File: config.mk
export PLATFORM = sky130hd
export DESIGN_NAME = loa_seq_add32_ctrl
export DESIGN_NICKNAME = d
export VERILOG_FILES = /design/src/rtl/loa_seq_pkg.sv /design/src/rtl/loa_seq_add32_ctrl_rca.sv /design/src/rtl/loa_seq_add32_ctrl.sv
export SDC_FILE = /design/constraint.sdc
export NUM_CORES = 1
export LEC_CHECK = 0
export CAP_MARGIN = 20
export CORE_AREA = 5 5 111 113
export DETAILED_ROUTE_END_ITERATION = 16
export DIE_AREA = 0 0 116 118
export DONT_BUFFER_PORTS = 1
export PLACE_DENSITY_LB_ADDON = 0.2
export SYNTH_ARGS = -nofsm -noshare
export SYNTH_HDL_FRONTEND = slang
export SYNTH_SLANG_ARGS = --single-unit
File: constraint.sdc
create_clock -name clk -period 7.74 [get_ports clk]
set_input_delay 1.161 -clock clk [delete_from_list [all_inputs] [get_ports clk]]
set_output_delay 1.161 -clock clk [all_outputs]
set_load 0.1 [all_outputs]
File: src/rtl/loa_seq_pkg.sv
// Shared types and constants for the sequential lower-part-OR adder.
// The clamp helper bounds the requested approximate byte count to the slice count.
package loa_seq_pkg;

    typedef enum logic [1:0] {
        ST_IDLE   = 2'd0,
        ST_APPROX = 2'd1,
        ST_ADD    = 2'd2,
        ST_DONE   = 2'd3
    } state_e;

    localparam int WIDTH_DEF = 32;
    localparam int SLICE     = 8;
    localparam int NSLICE    = WIDTH_DEF / SLICE;

    // Requests above nmax saturate to nmax (all bytes approximated).
    function automatic logic [2:0] clamp_k(input logic [7:0] req, input int unsigned nmax);
        if (req > 8'(nmax)) begin
            return 3'(nmax);
        end
        return req[2:0];
    endfunction

endpackage

File: src/rtl/loa_seq_add32_ctrl_rca.sv
// 8-bit ripple-carry adder slice; the single shared adder of the sequential LOA.
module rca_8bits (
    output logic [7:0] Sum,
    output logic       Cout,
    input  logic [7:0] A,
    input  logic [7:0] B,
    input  logic       Cin
);

    logic [8:0] c;

    assign c[0] = Cin;

    for (genvar i = 0; i < 8; i++) begin : g_fa
        assign Sum[i]  = A[i] ^ B[i] ^ c[i];
        assign c[i+1]  = (A[i] & B[i]) | (c[i] & (A[i] ^ B[i]));
    end

    assign Cout = c[8];

endmodule

File: src/rtl/loa_seq_add32_ctrl.sv
// Sequential 32-bit lower-part-OR adder: low k bytes approximated by OR in one
// cycle, remaining bytes added exactly one per cycle through a shared 8-bit slice.
module loa_seq_add32_ctrl
    import loa_seq_pkg::*;
#(
    parameter int WIDTH = WIDTH_DEF,
    parameter int SLICE = 8,
    parameter int AW    = 3
) (
    input  logic             clk,
    input  logic             rst,
    input  logic             in_valid,
    output logic             in_ready,
    input  logic [WIDTH-1:0] a,
    input  logic [WIDTH-1:0] b,
    input  logic [AW-1:0]    approx_slices,
    output logic             out_valid,
    input  logic             out_ready,
    output logic [WIDTH-1:0] sum,
    output logic             cout,
    output logic             busy
);

    localparam int NSLICE = WIDTH / SLICE;
    localparam int KW     = 3;
    localparam int IW     = $clog2(NSLICE);

    state_e           state_q, state_d;
    logic [WIDTH-1:0] a_q, a_d;
    logic [WIDTH-1:0] b_q, b_d;
    logic [WIDTH-1:0] sum_q, sum_d;
    logic [KW-1:0]    k_q, k_d;
    logic [IW-1:0]    idx_q, idx_d;
    logic             carry_q, carry_d;
    logic             cout_q, cout_d;

    logic [WIDTH-1:0] approx_mask;
    logic             approx_carry;
    logic [SLICE-1:0] slice_a;
    logic [SLICE-1:0] slice_b;
    logic [SLICE-1:0] slice_sum;
    logic             slice_cout;

    // OR-mask over the low k bytes, carry from the top approximated bit, and
    // operand byte selection for the shared slice.
    always_comb begin
        approx_mask  = '0;
        approx_carry = 1'b0;
        slice_a      = '0;
        slice_b      = '0;
        for (int i = 0; i < NSLICE; i++) begin
            if (i < int'(k_q)) begin
                approx_mask[i*SLICE +: SLICE] = '1;
            end
            if (i == int'(k_q) - 1) begin
                approx_carry = a_q[i*SLICE + SLICE - 1] & b_q[i*SLICE + SLICE - 1];
            end
            if (idx_q == IW'(i)) begin
                slice_a = a_q[i*SLICE +: SLICE];
                slice_b = b_q[i*SLICE +: SLICE];
            end
        end
    end

    rca_8bits u_slice (
        .Sum  (slice_sum),
        .Cout (slice_cout),
        .A    (slice_a),
        .B    (slice_b),
        .Cin  (carry_q)
    );

    always_comb begin
        state_d = state_q;
        a_d     = a_q;
        b_d     = b_q;
        sum_d   = sum_q;
        k_d     = k_q;
        idx_d   = idx_q;
        carry_d = carry_q;
        cout_d  = cout_q;
        case (state_q)
            ST_IDLE: begin
                if (in_valid) begin
                    a_d     = a;
                    b_d     = b;
                    k_d     = clamp_k(8'(approx_slices), NSLICE);
                    sum_d   = '0;
                    cout_d  = 1'b0;
                    carry_d = 1'b0;
                    idx_d   = '0;
                    state_d = (k_d != '0) ? ST_APPROX : ST_ADD;
                end
            end
            ST_APPROX: begin
                sum_d   = (a_q | b_q) & approx_mask;
                carry_d = approx_carry;
                if (k_q == KW'(NSLICE)) begin
                    cout_d  = approx_carry;
                    state_d = ST_DONE;
                end else begin
                    idx_d   = IW'(k_q);
                    state_d = ST_ADD;
                end
            end
            ST_ADD: begin
                for (int i = 0; i < NSLICE; i++) begin
                    if (idx_q == IW'(i)) begin
                        sum_d[i*SLICE +: SLICE] = slice_sum;
                    end
                end
                carry_d = slice_cout;
                if (idx_q == IW'(NSLICE - 1)) begin
                    cout_d  = slice_cout;
                    state_d = ST_DONE;
                end else begin
                    idx_d = idx_q + 1'b1;
                end
            end
            ST_DONE: begin
                if (out_ready) begin
                    state_d = ST_IDLE;
                end
            end
            default: state_d = ST_IDLE;
        endcase
    end

    always_ff @(posedge clk) begin
        if (rst) begin
            state_q <= ST_IDLE;
            a_q     <= '0;
            b_q     <= '0;
            sum_q   <= '0;
            k_q     <= '0;
            idx_q   <= '0;
            carry_q <= 1'b0;
            cout_q  <= 1'b0;
        end else begin
            state_q <= state_d;
            a_q     <= a_d;
            b_q     <= b_d;
            sum_q   <= sum_d;
            k_q     <= k_d;
            idx_q   <= idx_d;
            carry_q <= carry_d;
            cout_q  <= cout_d;
        end
    end

    assign in_ready  = (state_q == ST_IDLE);
    assign out_valid = (state_q == ST_DONE);
    assign busy      = (state_q != ST_IDLE);
    assign sum       = sum_q;
    assign cout      = cout_q;

endmodule

-- Word-level counts from Yosys, hierarchy flattened
Cells that the tools add are included.
- output and inout port bits: 36
- bits in latches: 0
- memory bits (writable): 0
- register bits: 105
- memory bits (read-only): 0
- logic and storage cells: 142
- memories: 0
- bits of input ports: 71
- multipliers: 0
- shift-type cells: 0
- muxes and demuxes: 44
- equality and inequality tests: 19
- reduce and logical (&&, ||, !) cells: 15
- order comparisons: 5
- bitwise gates (word level): 46
- divide/modulo/power cells: 0
- $add $sub $neg: 2
- operators by type and width (kind ; number):
    two-way mux 8 bit ; 16
    one-hot mux 32 bit (3 select lines) ; 1
    bitwise AND 32 bit ; 1
    logical NOT 32 bit ; 1
    two-way mux 32 bit ; 1
    bitwise OR 32 bit ; 1
    bitwise AND 1 bit ; 20
    inequality test 2 bit (second input constant) ; 8
    XOR 1 bit ; 16
    AND reduction 3 bit ; 5
    two-way mux 2 bit ; 7
    two-way mux 3 bit ; 4
    two-way mux 1 bit ; 11
    == test 2 bit (second input constant) ; 4
    == test 3 x 4 -> 1 bit (first input constant) ; 2
    bitwise OR 1 bit ; 8
    one-hot mux 2 bit (4 select lines) ; 1
    AND reduction 4 bit ; 2
    < comparator 1 x 3 -> 1 bit (first input constant) ; 2
    < comparator 2 x 3 -> 1 bit (first input constant) ; 2
    one-hot mux 1 bit (3 select lines) ; 2
    one-hot mux 2 bit (3 select lines) ; 1
    nonzero test 3 bit ; 2
    == test 2 x 1 -> 1 bit (second input constant) ; 2
    other kinds (9) ; 11

-- Longest topological paths before layout
Gate-level depths: netlist (run 1).
- depth after elaboration: 24
- depth in mapped cells: 21
- depth with buffers taken out: 19

-- By module
From an unflattened synthesis (run 1), not the netlist that was laid out.
- cells, all modules: 665
- area, all modules: 4997.3 µm²
- modules (own cells, without submodules) (module ; area each (µm²) ; cells each ; seq. area each (µm²) ; instances):
    loa_seq_add32_ctrl ; 4799.6 ; 647 ; 2102.0 ; 1
    rca_8bits ; 197.7 ; 18 ; 0.0 ; 1

-- Least setup slack after synthesis (run 1)
Ideal clock, no wire load.
- path type: register to register
- start point: register idx_q[0]
- end point: register sum_q[31] (netlist: sum[31])
- stages on the path, launching flop included: 22
- arrival: 4695 ps
- period minus slack after synthesis: 4765 ps
- data required time: 7670 ps
- library setup time: 70 ps
- slack: 2975 ps
- buffers on the path: 2
- cell sequence: dfxtp_1 -> inv_1 -> ha_1 -> clkbuf_1 -> clkbuf_1 -> nand3b_1 -> a21oi_1 -> a21oi_1 -> o21ai_1 -> fa_1 -> fa_1 -> fa_1 -> fa_1 -> fa_1 -> fa_1 -> inv_1 -> fa_1 -> fa_1 -> nand2b_1 -> o21ai_0 -> nand3_1 -> a21oi_1
- cells in the longest elaborated chain, start to end: 23
- elaborated cells between the ends (all ways): 46
- classes of those cells: 4 x eq/ne; 10 x mux; 30 x bitwise; 2 x reduce/logical
- RTL lines (element ; line ; text):
    start, declared ; loa_seq_add32_ctrl.sv:33 ; logic [IW-1:0] idx_q, idx_d;
    start signal, assigned ; loa_seq_add32_ctrl.sv:145 ; idx_q <= idx_d;
    logical NOT 2 bit ; loa_seq_add32_ctrl.sv:58 ; if (idx_q == IW'(i)) begin
    two-way mux 8 bit (4 in series) ; loa_seq_add32_ctrl.sv:58 ;
    XOR 1 bit ; loa_seq_add32_ctrl_rca.sv:16 ; assign c[i+1] = (A[i] & B[i]) | (c[i] & (A[i] ^ B[i]));
    bitwise AND 1 bit ; loa_seq_add32_ctrl_rca.sv:16 ;
    bitwise OR 1 bit ; loa_seq_add32_ctrl_rca.sv:16 ;
    bitwise AND 1 bit ; loa_seq_add32_ctrl_rca.sv:16 ;
    bitwise OR 1 bit ; loa_seq_add32_ctrl_rca.sv:16 ;
    bitwise AND 1 bit ; loa_seq_add32_ctrl_rca.sv:16 ;
    [4 not listed] ; -- ;
    bitwise OR 1 bit ; loa_seq_add32_ctrl_rca.sv:16 ;
    bitwise AND 1 bit ; loa_seq_add32_ctrl_rca.sv:16 ;
    bitwise OR 1 bit ; loa_seq_add32_ctrl_rca.sv:16 ;
    bitwise AND 1 bit ; loa_seq_add32_ctrl_rca.sv:16 ;
    bitwise OR 1 bit ; loa_seq_add32_ctrl_rca.sv:16 ;
    XOR 1 bit ; loa_seq_add32_ctrl_rca.sv:15 ; assign Sum[i] = A[i] ^ B[i] ^ c[i];
    two-way mux 8 bit ; loa_seq_add32_ctrl.sv:108 ; if (idx_q == IW'(i)) begin
    one-hot mux 32 bit (3 select lines) ; loa_seq_add32_ctrl.sv:82 ; case (state_q)
    end signal, assigned ; loa_seq_add32_ctrl.sv:143 ; sum_q <= sum_d;
    end, declared ; loa_seq_add32_ctrl.sv:31 ; logic [WIDTH-1:0] sum_q, sum_d;
Parallel ways exist; a longest one is shown, timed or not. The select of a mux whose other input is x is not followed.
A chain may end at the register's enable or synchronous reset.

-- Worst setup path after layout (run 1)
- start point: register idx_q[1]
- end point: register sum_q[31] (netlist: sum[31])
The elaborated chain is that of the path after synthesis.

==> results of run 1 <==
-- kinds of logic after synthesis --
family          count (synthesis)
fa+ha+maj                      16
simple gates                  276
mux                             5
buf+inv                        49
flops                         105
compound gates                192
-- registers in the layout, indices dropped and copies added, names as in the netlist --
name,count
idx_q,2
carry_q,1
a_q,32
state_q,2
b_q,32
k_q,3
sum,32
cout,1
-- final cells by class --
cell class	instances	area share
repair buffers	4	0.00946
clock inverters	3	0.00875
well taps	143	0.0338
multi-input cells	489	0.493
clock buffers	13	0.0530
flip-flops and latches	105	0.397
inverters	6	0.00426
-- metal layers --
layer / wire, µm / vias up / GRT usage
li1: - / 2135 / -
met1: 6600 / 1993 / 0.288
met2: 6350 / 129 / 0.308
met3: 953 / 16 / 0.0674
met4: 173 / 0 / 0.0537
met5: 0 / - / 0
-- path summary, 6_finish.rpt --
path | from | endpoint | slack (ns) | cells after the start
min | a_q[28]$_SDFFE_PP0P_ | a_q[28]$_SDFFE_PP0P_ | 0.47 | 2
max reg2reg | idx_q[1]$_SDFFE_PP0P_ | sum[31]$_SDFFE_PP0P_ | 2.27 | 19
min reg2reg | a_q[28]$_SDFFE_PP0P_ | a_q[28]$_SDFFE_PP0P_ | 0.47 | 2
max | idx_q[1]$_SDFFE_PP0P_ | sum[31]$_SDFFE_PP0P_ | 2.27 | 19
-- report_power, final --
group          total, mW  internal, mW  switching, mW  leakage (nW)
combinational      0.596         0.179          0.417         0.864
sequential         0.734         0.613          0.122         0.856
clock              0.485         0.287          0.198         0.158
total               1.81          1.08          0.736          1.88
-- stage by stage --
step / utilization / worst slack [ns] / instances / hold slack (ns) / total power, mW
2_1_floorplan: - / 2.97 / 643 / 0.445 / 1.19
3_3_place_gp: 0.440 / 2.47 / 746 / 0.458 / 1.31
3_5_place_dp: 0.440 / 2.35 / 746 / 0.463 / 1.33
4_1_cts: 0.469 / 2.35 / 762 / 0.471 / 1.81
5_1_grt: 0.471 / 1.94 / 763 / 0.489 / 1.93
6_report: 0.471 / 2.27 / 763 / 0.468 / 1.81
-- layout by cell type, fill, tap and decap left out, drive strengths merged, types with 9 or more instances in the layout --
cell,netlist,routed
nand3,9,9
clkbuf,35,13
a22o,25,25
o21ai,45,45
nor2b,14,14
nand2,177,177
nand3b,12,12
a21oi,109,109
nor2,42,42
dfxtp,105,105
-- worst max-delay path, stage by stage, from the launching register on --
cell,delay (ns)
dfxtp_1,0.34
inv_1,0.10
ha_1,0.74
nand3b_1,0.20
a21oi_1,0.08
a21oi_1,0.16
o21ai_1,0.10
fa_1,0.44
fa_1,0.39
fa_1,0.40
fa_1,0.39
fa_1,0.41
fa_1,0.38
inv_1,0.08
fa_1,0.19
fa_1,0.40
nand2b_1,0.21
o21ai_0,0.13
nand3_1,0.10
a21oi_1,0.15
==> flow_summary.json, run 1 <==
{
  "clkTransAtPathRegs_ns": 0.07,
  "synth_ff_type": "dfxtp_1",
  "maxSlewHeadroom": 0.297,
  "cts_root_buf": "clkbuf_16",
  "ir_drop_uv": 218,
  "cts_setup_buffers": 0,
  "die_x_um": 116,
  "arrival_ns": 5.75,
  "p_leak_nw": 1.88,
  "synth_cells": 643,
  "multi_input_area_um2": 2610,
  "drive_gt1_frac": 0.0387,
  "fin_crit_ns": 5.47,
  "crit_fanout": 33,
  "synth_top_family_by_area": "simple AND/OR/NAND/NOR gates",
  "fin_nets": 702,
  "min_path_type": "reg -> reg",
  "drtIter0Drc": 285,
  "gp_congestion": 0.909,
  "drc": 0,
  "clock_sinks": 105,
  "clk_latency_ns": 0.35,
  "synthArstFlopShare": 0,
  "cts_tree": "yes",
  "coreArea_um2": 11200,
  "die_h_um": 118,
  "synth-simple-area-share": 0.245,
  "clock_path_buffers": 2,
  "synthMuxAreaShare": 0.0105,
  "die_area_um2": 13700,
  "grt_max_degree": 86,
  "finalSetupViolations": 0,
  "pwr_density_cell_nw_per_um2": 343,
  "grt_pass1_vias": 4136,
  "htreeDepth": 3,
  "wl_per_cell_um": 18.4,
  "synth_top_area_cell": "dfxtp_1",
  "netlist.area_leader.share": 0.429,
  "avgSynthCellArea_um2": 7.62,
  "synth.distinct_cells": 37,
  "tritoncts.num_buffers": 9,
  "antenna_cells": 0,
  "cp.required_ns": 8.02,
  "fillers": 1149,
  "critical_path_class": "reg -> reg",
  "hpwlAfterDp_mm": 10.5,
  "ys_ff_latch": 105,
  "portBuffers": 0,
  "yosys_warnings": 0,
  "antenna_found_initial": 0,
  "tns_ns": 0,
  "dr.pass1.iters": 5,
  "cp-end-kind": "register",
  "ant_nets": 0,
  "place_area_um2": 4940,
  "fin_area_um2": 5290,
  "max_freq_ghz": 0.183,
  "cp-start-kind": "register",
  "cts_resized": 0,
  "routed_wirelength_mm": 14.1,
  "rsz0062_at_grt": "false",
  "synth_compound_area_frac": 0.224,
  "ys_top_cells_by_area": "dfxtp_1 (43%), nand2_1 (14%), a21oi_1 (11%), a22o_1 (4.5%), fa_1 (3.3%)",
  "min_period_over_period": 0.706,
  "hold_violations": 0,
  "io_pins": 107,
  "grt_pass1_wl_mm": 22.0,
  "synth.most_common_cell": "nand2_1",
  "fin_skew_ns": 0.00763,
  "tightest_slew_ns": 1.06,
  "drv_cap": 0,
  "synth_fa_ha_area_frac": 0.0531,
  "synth-seq-area-share": 0.429,
  "synth.top_cells.by_count": "nand2_1 (177), a21oi_1 (109), dfxtp_1 (105)",
  "status": "completed",
  "grt_overflow": 0,
  "syn_area_um2": 4900,
  "regArea_um2": 2100,
  "synth_edf_count": 0,
  "core.rowCount": 39,
  "area.growth.synth_to_final_pct": 8.02,
  "track_usage": 0.207,
  "vias": 4273,
  "syn_nets": 730,
  "slew_viol_final": 0,
  "initial_core_util": 0.436,
  "synthXorXnorAreaFrac": 0,
  "ctsHoldBuffers": 0,
  "drt-vias-per-instance": 5.60
}
(Power assumes the default switching activity.)
==> run 2: changes to the inputs <==
==> constraint.sdc (replaced) <==
create_clock -name clk -period 4.8 [get_ports clk]
set_input_delay 0.72 -clock clk [delete_from_list [all_inputs] [get_ports clk]]
set_output_delay 0.72 -clock clk [all_outputs]
set_load 0.1 [all_outputs]
==> flow_summary.json, run 2 (synthesized netlist as in run 1, its figures left out) <==
{
  "status": "completed",
  "mostFrequentLayoutCell": "nand2_1",
  "r2r_start": "idx_q[0]$_SDFFE_PP0P_",
  "die_h_um": 118,
  "ant_nets": 0,
  "grt_overflow": 0,
  "cp.required_ns": 5.08,
  "clock_path_buffers": 2,
  "fin_crit_ns": 4.54,
  "drv_cap": 0,
  "fin_nets": 709,
  "grt_pass1_wl_mm": 22.0,
  "fin_area_um2": 5340,
  "rsz0062_at_grt": "false",
  "hpwlAfterDp_mm": 10.7,
  "antenna_cells": 0,
  "portBuffers": 0,
  "drt-vias-per-instance": 5.54,
  "clock_sinks": 105,
  "cp-end-kind": "register",
  "placed_cells": 753,
  "cp-start-kind": "register",
  "ctsHoldBuffers": 0,
  "initial_core_util": 0.436,
  "antenna_found_initial": 0,
  "slew_viol_final": 0,
  "whs_ns": 0.448,
  "cts_tree": "yes",
  "setup_ws_ns": 0.261,
  "layout_common_cells": "nand2_1 (176), a21oi_1 (108), dfxtp_1 (103), nor2_1 (42), o21ai_0 (32)",
  "startpoint": "idx_q[0]$_SDFFE_PP0P_",
  "die_area_um2": 13700,
  "reg2reg_depth": 19,
  "drc": 0,
  "fin_skew_ns": 0.00644,
  "coreArea_um2": 11200,
  "area.growth.synth_to_final_pct": 8.97,
  "vias": 4266,
  "tns_ns": 0,
  "min_period_over_period": 0.946,
  "hold_violations": 0,
  "ir_drop_uv": 277,
  "ff2ff_setup_slack_ns": 0.26,
  "finalSetupViolations": 0,
  "grt_max_degree": 86,
  "dr.pass1.iters": 5,
  "clk_latency_ns": 0.34,
  "critical_path_class": "reg -> reg",
  "crit_fanout": 6,
  "drive_gt1_frac": 0.0654,
  "htreeDepth": 3,
  "min_path_cells": 1,
  "max_freq_ghz": 0.220,
  "clkTransAtPathRegs_ns": 0.07,
  "worstHoldStart": "rst",
  "gp_congestion": 0.948,
  "tritoncts.num_buffers": 9,
  "cts_setup_buffers": 0,
  "drtIter0Drc": 308,
  "io_pins": 107,
  "routed_wirelength_mm": 14.0,
  "arrival_ns": 4.82,
  "p_leak_nw": 1.90,
  "die_x_um": 116,
  "cts_root_buf": "clkbuf_16",
  "track_usage": 0.206,
  "pwr_density_cell_nw_per_um2": 535,
  "place_area_um2": 4990,
  "stdcell_count": 770,
  "place_ws_ns": -0.0434,
  "min_path_type": "in -> reg",
  "grt_pass1_vias": 4152,
  "maxSlewHeadroom": 0.323,
  "tightest_slew_ns": 1.01,
  "core.rowCount": 39,
  "wl_per_cell_um": 18.2
}
## run 2: through the flow
| step | power, mW | util |
|---|---|---|
| after floorplan | 1.92 | - |
| final | 2.86 | 0.476 |
| after CTS | 2.85 | 0.470 |
| after detailed placement | 2.15 | 0.445 |
| after global routing | 3.04 | 0.476 |
| after global placement | 2.13 | 0.445 |
## run 2: routing by layer
layer | wire [µm] | global-route usage | vias to the layer above
li1 | - | - | 2143
met1 | 6580 | 0.292 | 1962
met2 | 6180 | 0.303 | 147
met3 | 1040 | 0.0617 | 14
met4 | 174 | 0.0587 | 0
met5 | 0 | 0 | -
## run 2: final timing paths
path,endpoint
worst max-delay path,sum[31]$_SDFFE_PP0P_
worst min-delay path,carry_q$_SDFFE_PP0P_
worst max register to register,sum[31]$_SDFFE_PP0P_
worst min register to register,b_q[18]$_SDFFE_PP0P_
## run 2: area by class of cell
type                       instances  area (µm²)
fill                            1165        5890
multi-input combinational        489        2650
sequential                       105        2110
clock buffer                      12         256
tap                              143         179
timing repair buffer              11        95.1
clock inverter                     4        26.3
inverter                           6        22.5
## run 2: worst max-delay path: stages, from the launching register on
cell	delay (ns)
dfxtp_4	0.38
inv_1	0.07
ha_2	0.23
nand3b_1	0.09
a21oi_1	0.08
a21oi_2	0.12
o21ai_2	0.07
fa_1	0.41
fa_2	0.35
fa_2	0.35
fa_2	0.35
fa_1	0.39
fa_1	0.38
inv_1	0.09
fa_1	0.18
fa_1	0.41
nand2b_4	0.17
o21ai_0	0.10
nand3_1	0.09
a21oi_1	0.17
## run 2: report_power, final
part | total, mW | internal, mW | leakage [nW] | switching (mW)
combinational | 0.975 | 0.296 | 0.900 | 0.679
clock | 0.700 | 0.381 | 0.139 | 0.320
sequential | 1.18 | 0.988 | 0.857 | 0.193
## run 2: what timing repair did
| action | in CTS | in global routing |
|---|---|---|
| pin swaps | 0 | 1 |
| setup endpoints to repair | 1 | 8 |
| resized for setup | 2 | 11 |
